===== src/rtl/acc_stim_gen.sv =====
// Self-test source for the accumulator: streams an arithmetic run of operands,
// tracks the expected sum and checks the returned result or times out.
module acc_stim_gen #(
  parameter int IN_DATA_WIDTH = 8,
  parameter int DWIDTH        = 16,
  parameter int CNT_WIDTH     = 8,
  parameter int TIMEOUT       = 64
) (
  input  logic                     clk,
  input  logic                     reset,
  input  logic                     start_i,
  input  logic [IN_DATA_WIDTH-1:0] first_i,
  input  logic [CNT_WIDTH-1:0]     count_i,
  output logic [IN_DATA_WIDTH-1:0] number_o,
  output logic                     valid_o,
  output logic                     run_o,
  input  logic                     acc_valid_i,
  input  logic [DWIDTH-1:0]        acc_result_i,
  output logic                     busy_o,
  output logic                     done_o,
  output logic                     pass_o,
  output logic                     timeout_o,
  output logic [DWIDTH-1:0]        expected_o
);

  localparam int WW = $clog2(TIMEOUT + 1);

  typedef enum logic [1:0] {
    S_IDLE,
    S_SEND,
    S_WAIT,
    S_DONE
  } state_t;

  state_t                   r_state;
  logic [IN_DATA_WIDTH-1:0] r_cur;
  logic [CNT_WIDTH-1:0]     r_rem;
  logic [WW-1:0]            r_wcnt;
  logic [IN_DATA_WIDTH-1:0] r_number;
  logic                     r_valid;
  logic                     r_run;
  logic                     r_busy;
  logic                     r_done;
  logic                     r_pass;
  logic                     r_timeout;
  logic [DWIDTH-1:0]        r_expected;

  logic [IN_DATA_WIDTH-1:0] w_cur_nxt;
  logic                     w_last;
  logic                     w_expired;

  assign w_cur_nxt = r_cur + IN_DATA_WIDTH'(1);
  assign w_last    = (r_rem == CNT_WIDTH'(1));
  assign w_expired = (r_wcnt == WW'(TIMEOUT - 1));

  always_ff @(posedge clk) begin
    if (reset) begin
      r_state    <= S_IDLE;
      r_cur      <= '0;
      r_rem      <= '0;
      r_wcnt     <= '0;
      r_number   <= '0;
      r_valid    <= 1'b0;
      r_run      <= 1'b0;
      r_busy     <= 1'b0;
      r_done     <= 1'b0;
      r_pass     <= 1'b0;
      r_timeout  <= 1'b0;
      r_expected <= '0;
    end else begin
      r_done <= 1'b0;
      unique case (r_state)
        S_IDLE: begin
          if (start_i && (count_i != '0)) begin
            r_cur      <= first_i;
            r_rem      <= count_i;
            r_number   <= first_i;
            r_valid    <= 1'b1;
            r_run      <= 1'b1;
            r_busy     <= 1'b1;
            r_expected <= '0;
            r_pass     <= 1'b0;
            r_timeout  <= 1'b0;
            r_state    <= S_SEND;
          end
        end
        S_SEND: begin
          r_expected <= r_expected + DWIDTH'(r_cur);
          r_cur      <= w_cur_nxt;
          r_rem      <= r_rem - CNT_WIDTH'(1);
          // number_o presents the next operand, or holds once the run ends
          if (w_last) begin
            r_valid <= 1'b0;
            r_run   <= 1'b0;
            r_wcnt  <= '0;
            r_state <= S_WAIT;
          end else begin
            r_number <= w_cur_nxt;
          end
        end
        S_WAIT: begin
          r_wcnt <= r_wcnt + WW'(1);
          if (acc_valid_i) begin
            r_pass    <= (acc_result_i == r_expected);
            r_timeout <= 1'b0;
            r_done    <= 1'b1;
            r_state   <= S_DONE;
          end else if (w_expired) begin
            r_pass    <= 1'b0;
            r_timeout <= 1'b1;
            r_done    <= 1'b1;
            r_state   <= S_DONE;
          end
        end
        S_DONE: begin
          r_busy  <= 1'b0;
          r_state <= S_IDLE;
        end
        default: r_state <= S_IDLE;
      endcase
    end
  end

  assign number_o   = r_number;
  assign valid_o    = r_valid;
  assign run_o      = r_run;
  assign busy_o     = r_busy;
  assign done_o     = r_done;
  assign pass_o     = r_pass;
  assign timeout_o  = r_timeout;
  assign expected_o = r_expected;

endmodule


===== config.mk =====
export PLATFORM = sky130hd
export DESIGN_NAME = acc_stim_gen
export DESIGN_NICKNAME = d
export VERILOG_FILES = /design/src/rtl/acc_stim_gen.sv
export SDC_FILE = /design/constraint.sdc
export NUM_CORES = 1
export LEC_CHECK = 0
export BUFFER_PORTS_ARGS = -buffer_cell sky130_fd_sc_hd__buf_2
export CORE_MARGIN = 3
export CORE_UTILIZATION = 40
export CTS_CLUSTER_DIAMETER = 80
export DETAILED_ROUTE_END_ITERATION = 6
export GPL_TIMING_DRIVEN = 0
export MAX_ROUTING_LAYER = met4
export REMOVE_ABC_BUFFERS = 1
export SKIP_LAST_GASP = 1
export SYNTH_ARGS = -nofsm -noshare
export SYNTH_HDL_FRONTEND = slang
export SYNTH_SLANG_ARGS = --single-unit

===== constraint.sdc =====
create_clock -name clk -period 3.5 [get_ports clk]
set_input_delay 0.35 -clock clk [delete_from_list [all_inputs] [get_ports clk]]
set_output_delay 0.35 -clock clk [all_outputs]
set_load 0.03 [all_outputs]

==> run metrics <==
instance count on the critical path 6; post_cts resized 0; Relative slew margins 0.257; worst reg2reg setup slack 800 ps; CTS tree yes; share of cells above drive strength 1 0.179; Final HPWL DP 5.91 mm; largest net degree at the start of global routing 54; Pwr Total 0.00259 W; Initial Util 0.417; synthesized area 3260 um2; CP max FO 34; root buffer cell clkbuf_8; total die area 9260 um2; Hold Fails Final Rpt 0; Vert. Die Dim 96.2 um; commonest non-fill, non-tap cells in the layout buf_2 (65), dfxtp_1 (54), a21oi_1 (42); TNS Setup 0 ps; Max-Cap Viols 0; Die X 96.2 um; Post-CTS Hold Fix Bufs 0; DRT antenna net count 0; Syn-to-layout area delta 15.1%; ys flop type dfxtp_1; register area share after synthesis 0.332; Worst IR Drop VDD 328 uV; RSZ-0062 raised after global routing false; initial antenna violation count 0; first-pass GRT wire length 13.3 mm; CTS H-tree lvls 2; Final Slew Violations 0; IO buf count 65; Synth Instances 402; drt wl/cell 14.7 um; Cells after DPL 553; Buf/Inv on CP 2; status completed; CP endpoint kind flip-flop; postcts setup bufs 0; Synth Warn # 0; Worst Hold Depth 2; post-synthesis xor/xnor area fraction 0.0753; total iterations of the first detailed-routing run 4; min cycle time layout 2700 ps; CTS sink count 54; crit share post-route 0.773; Inserted Diodes 0; nets 512; Adder-Cell Fraction of Synth Area 0.0715; Final Wtd Congestion 0.825; clock slew at reported path FFs 110 ps; Cell Chain, Critical Path inv_1 > ha_2 > clkinv_1 > a21oi_1 > nand2b_1 > o31ai_1; cell class contributing the biggest share of worst-path delay compound AO/OA/AOI/OAI gates; Rows 32; Min-Delay Path Class primary input to flip-flop; IO Pins 66; Layout Cells excl Fill 561; Worst Max-Slew Pin Slew 1110 ps; r2r worst-path depth 6; final WL 8.23 mm; Via Count 3093; DRC 0; Crit Path Class flip-flop to flip-flop; clk_lat worst skew 310 ps; Synth Area in Compound Gates 0.219; Hold WS 261 ps; peak per-stage delay on the critical path 650 ps; EDFF count, synth 0; Synth Area in Simple Gates 0.234; main combinational cell family by area after synthesis simple AND/OR/NAND/NOR gates; Via density 5.51; post-synthesis cell type count 57; Core Box Area 7810 um2; CTS Buf Count 5; slowest cell on the critical path clkinv_1; Avg Cell Area, Syn 8.10 um2; CP startpoint kind flip-flop; vias in the first global route 2819; critical path arrival 2940 ps; clk buf depth 2; Synth Register Bits 54; PwrDens 690 nW/um2; most common cell after layout, fill and taps aside buf_2; number of setup violations in the final report 0; Post-synth ARST share 0; CP required 3730 ps; Iter 0 DRT Violations 141; fmax 0.370 GHz; post-synthesis mux area share 0.0307; Final Skew 7.73 ps; leak pwr 1.55 nW; Tot GR Track Use 0.184; Congestion Overflow GR 0
cells in the mapped netlist (all sizes together), types with 2 or more instances:
cell type | number | area share
and2 | 2 | 0.0038
o21a | 4 | 0.0092
a21boi | 4 | 0.0092
dfxtp | 54 | 0.33
xnor2 | 13 | 0.035
or2 | 2 | 0.0038
nand2b | 2 | 0.0038
nor2b | 7 | 0.013
nand3 | 13 | 0.022
xor2 | 15 | 0.040
nor2 | 40 | 0.047
a21o | 3 | 0.0073
or3 | 9 | 0.017
nor4b | 2 | 0.0054
inv | 12 | 0.014
o21ai | 25 | 0.040
o31ai | 5 | 0.012
o2bb2ai | 2 | 0.0054
a211o | 7 | 0.019
buf | 6 | 0.011
nor3 | 12 | 0.020
and3 | 6 | 0.012
a32oi | 2 | 0.0054
mux2i | 10 | 0.031
nand2 | 32 | 0.037
a21oi | 42 | 0.065
clkbuf | 10 | 0.012
nor4 | 6 | 0.012
ha | 17 | 0.065
nand3b | 5 | 0.012
a211oi | 7 | 0.016
or4 | 6 | 0.014
nand4 | 4 | 0.0077
sequential cells by signal (all words and copies together) (netlist names), 2 cells and up:
signal and flops:
number_o 8, r_cur 8, r_rem 8, r_state 2
expected_o 16, r_wcnt 7
where the power goes:
group	total [W]	switching (W)	internal (W)
Combinational	0.00127	0.000818	0.000449
Clock	0.000431	0.000217	0.000214
Sequential	0.000890	0.000135	0.000754
area by class of cell:
type                            instances  area, um2
Clock inverter                          2       37.5
Tap cell                              102        128
Multi-Input combinational cell        319       2060
Clock buffer                            6       72.6
Fill cell                             823       4060
Inverter                               13       48.8
Timing Repair Buffer                   65        325
Sequential cell                        54       1080
worst paths after layout:
path / from / end
hold reg to reg: number_o[6] / number_o[6]
setup reg to reg: r_state[1] / expected_o[6]
hold / removal: acc_valid_i / timeout_o
setup / recovery: r_state[1] / expected_o[6]
cell families after synthesis:
family | after synthesis
flip-flops | 54
multiplexers | 10
buffers and inverters | 29
AO/OA/AOI/OAI | 113
adder cells (fa/ha/maj) | 18
XOR/XNOR | 28
AND/OR/NAND/NOR | 150
layer usage:
layer,share of wire,routed length [um],global-route usage
met5,0,0,-
met4,0.015,123,0.0569
met3,0.053,436,0.0195
met2,0.46,3770,0.290
met1,0.47,3900,0.248
stage by stage:
step | instance area, um2 | util | setup WS [ps]
3_3_place_gp | 3640 | 0.466 | 205
4_1_cts | 3750 | 0.480 | 169
6_report | 3750 | 0.480 | 796
3_5_place_dp | 3640 | 0.466 | 165
2_1_floorplan | 3180 | - | 1090
5_1_grt | 3750 | 0.480 | 526
(Power assumes the default switching activity.)
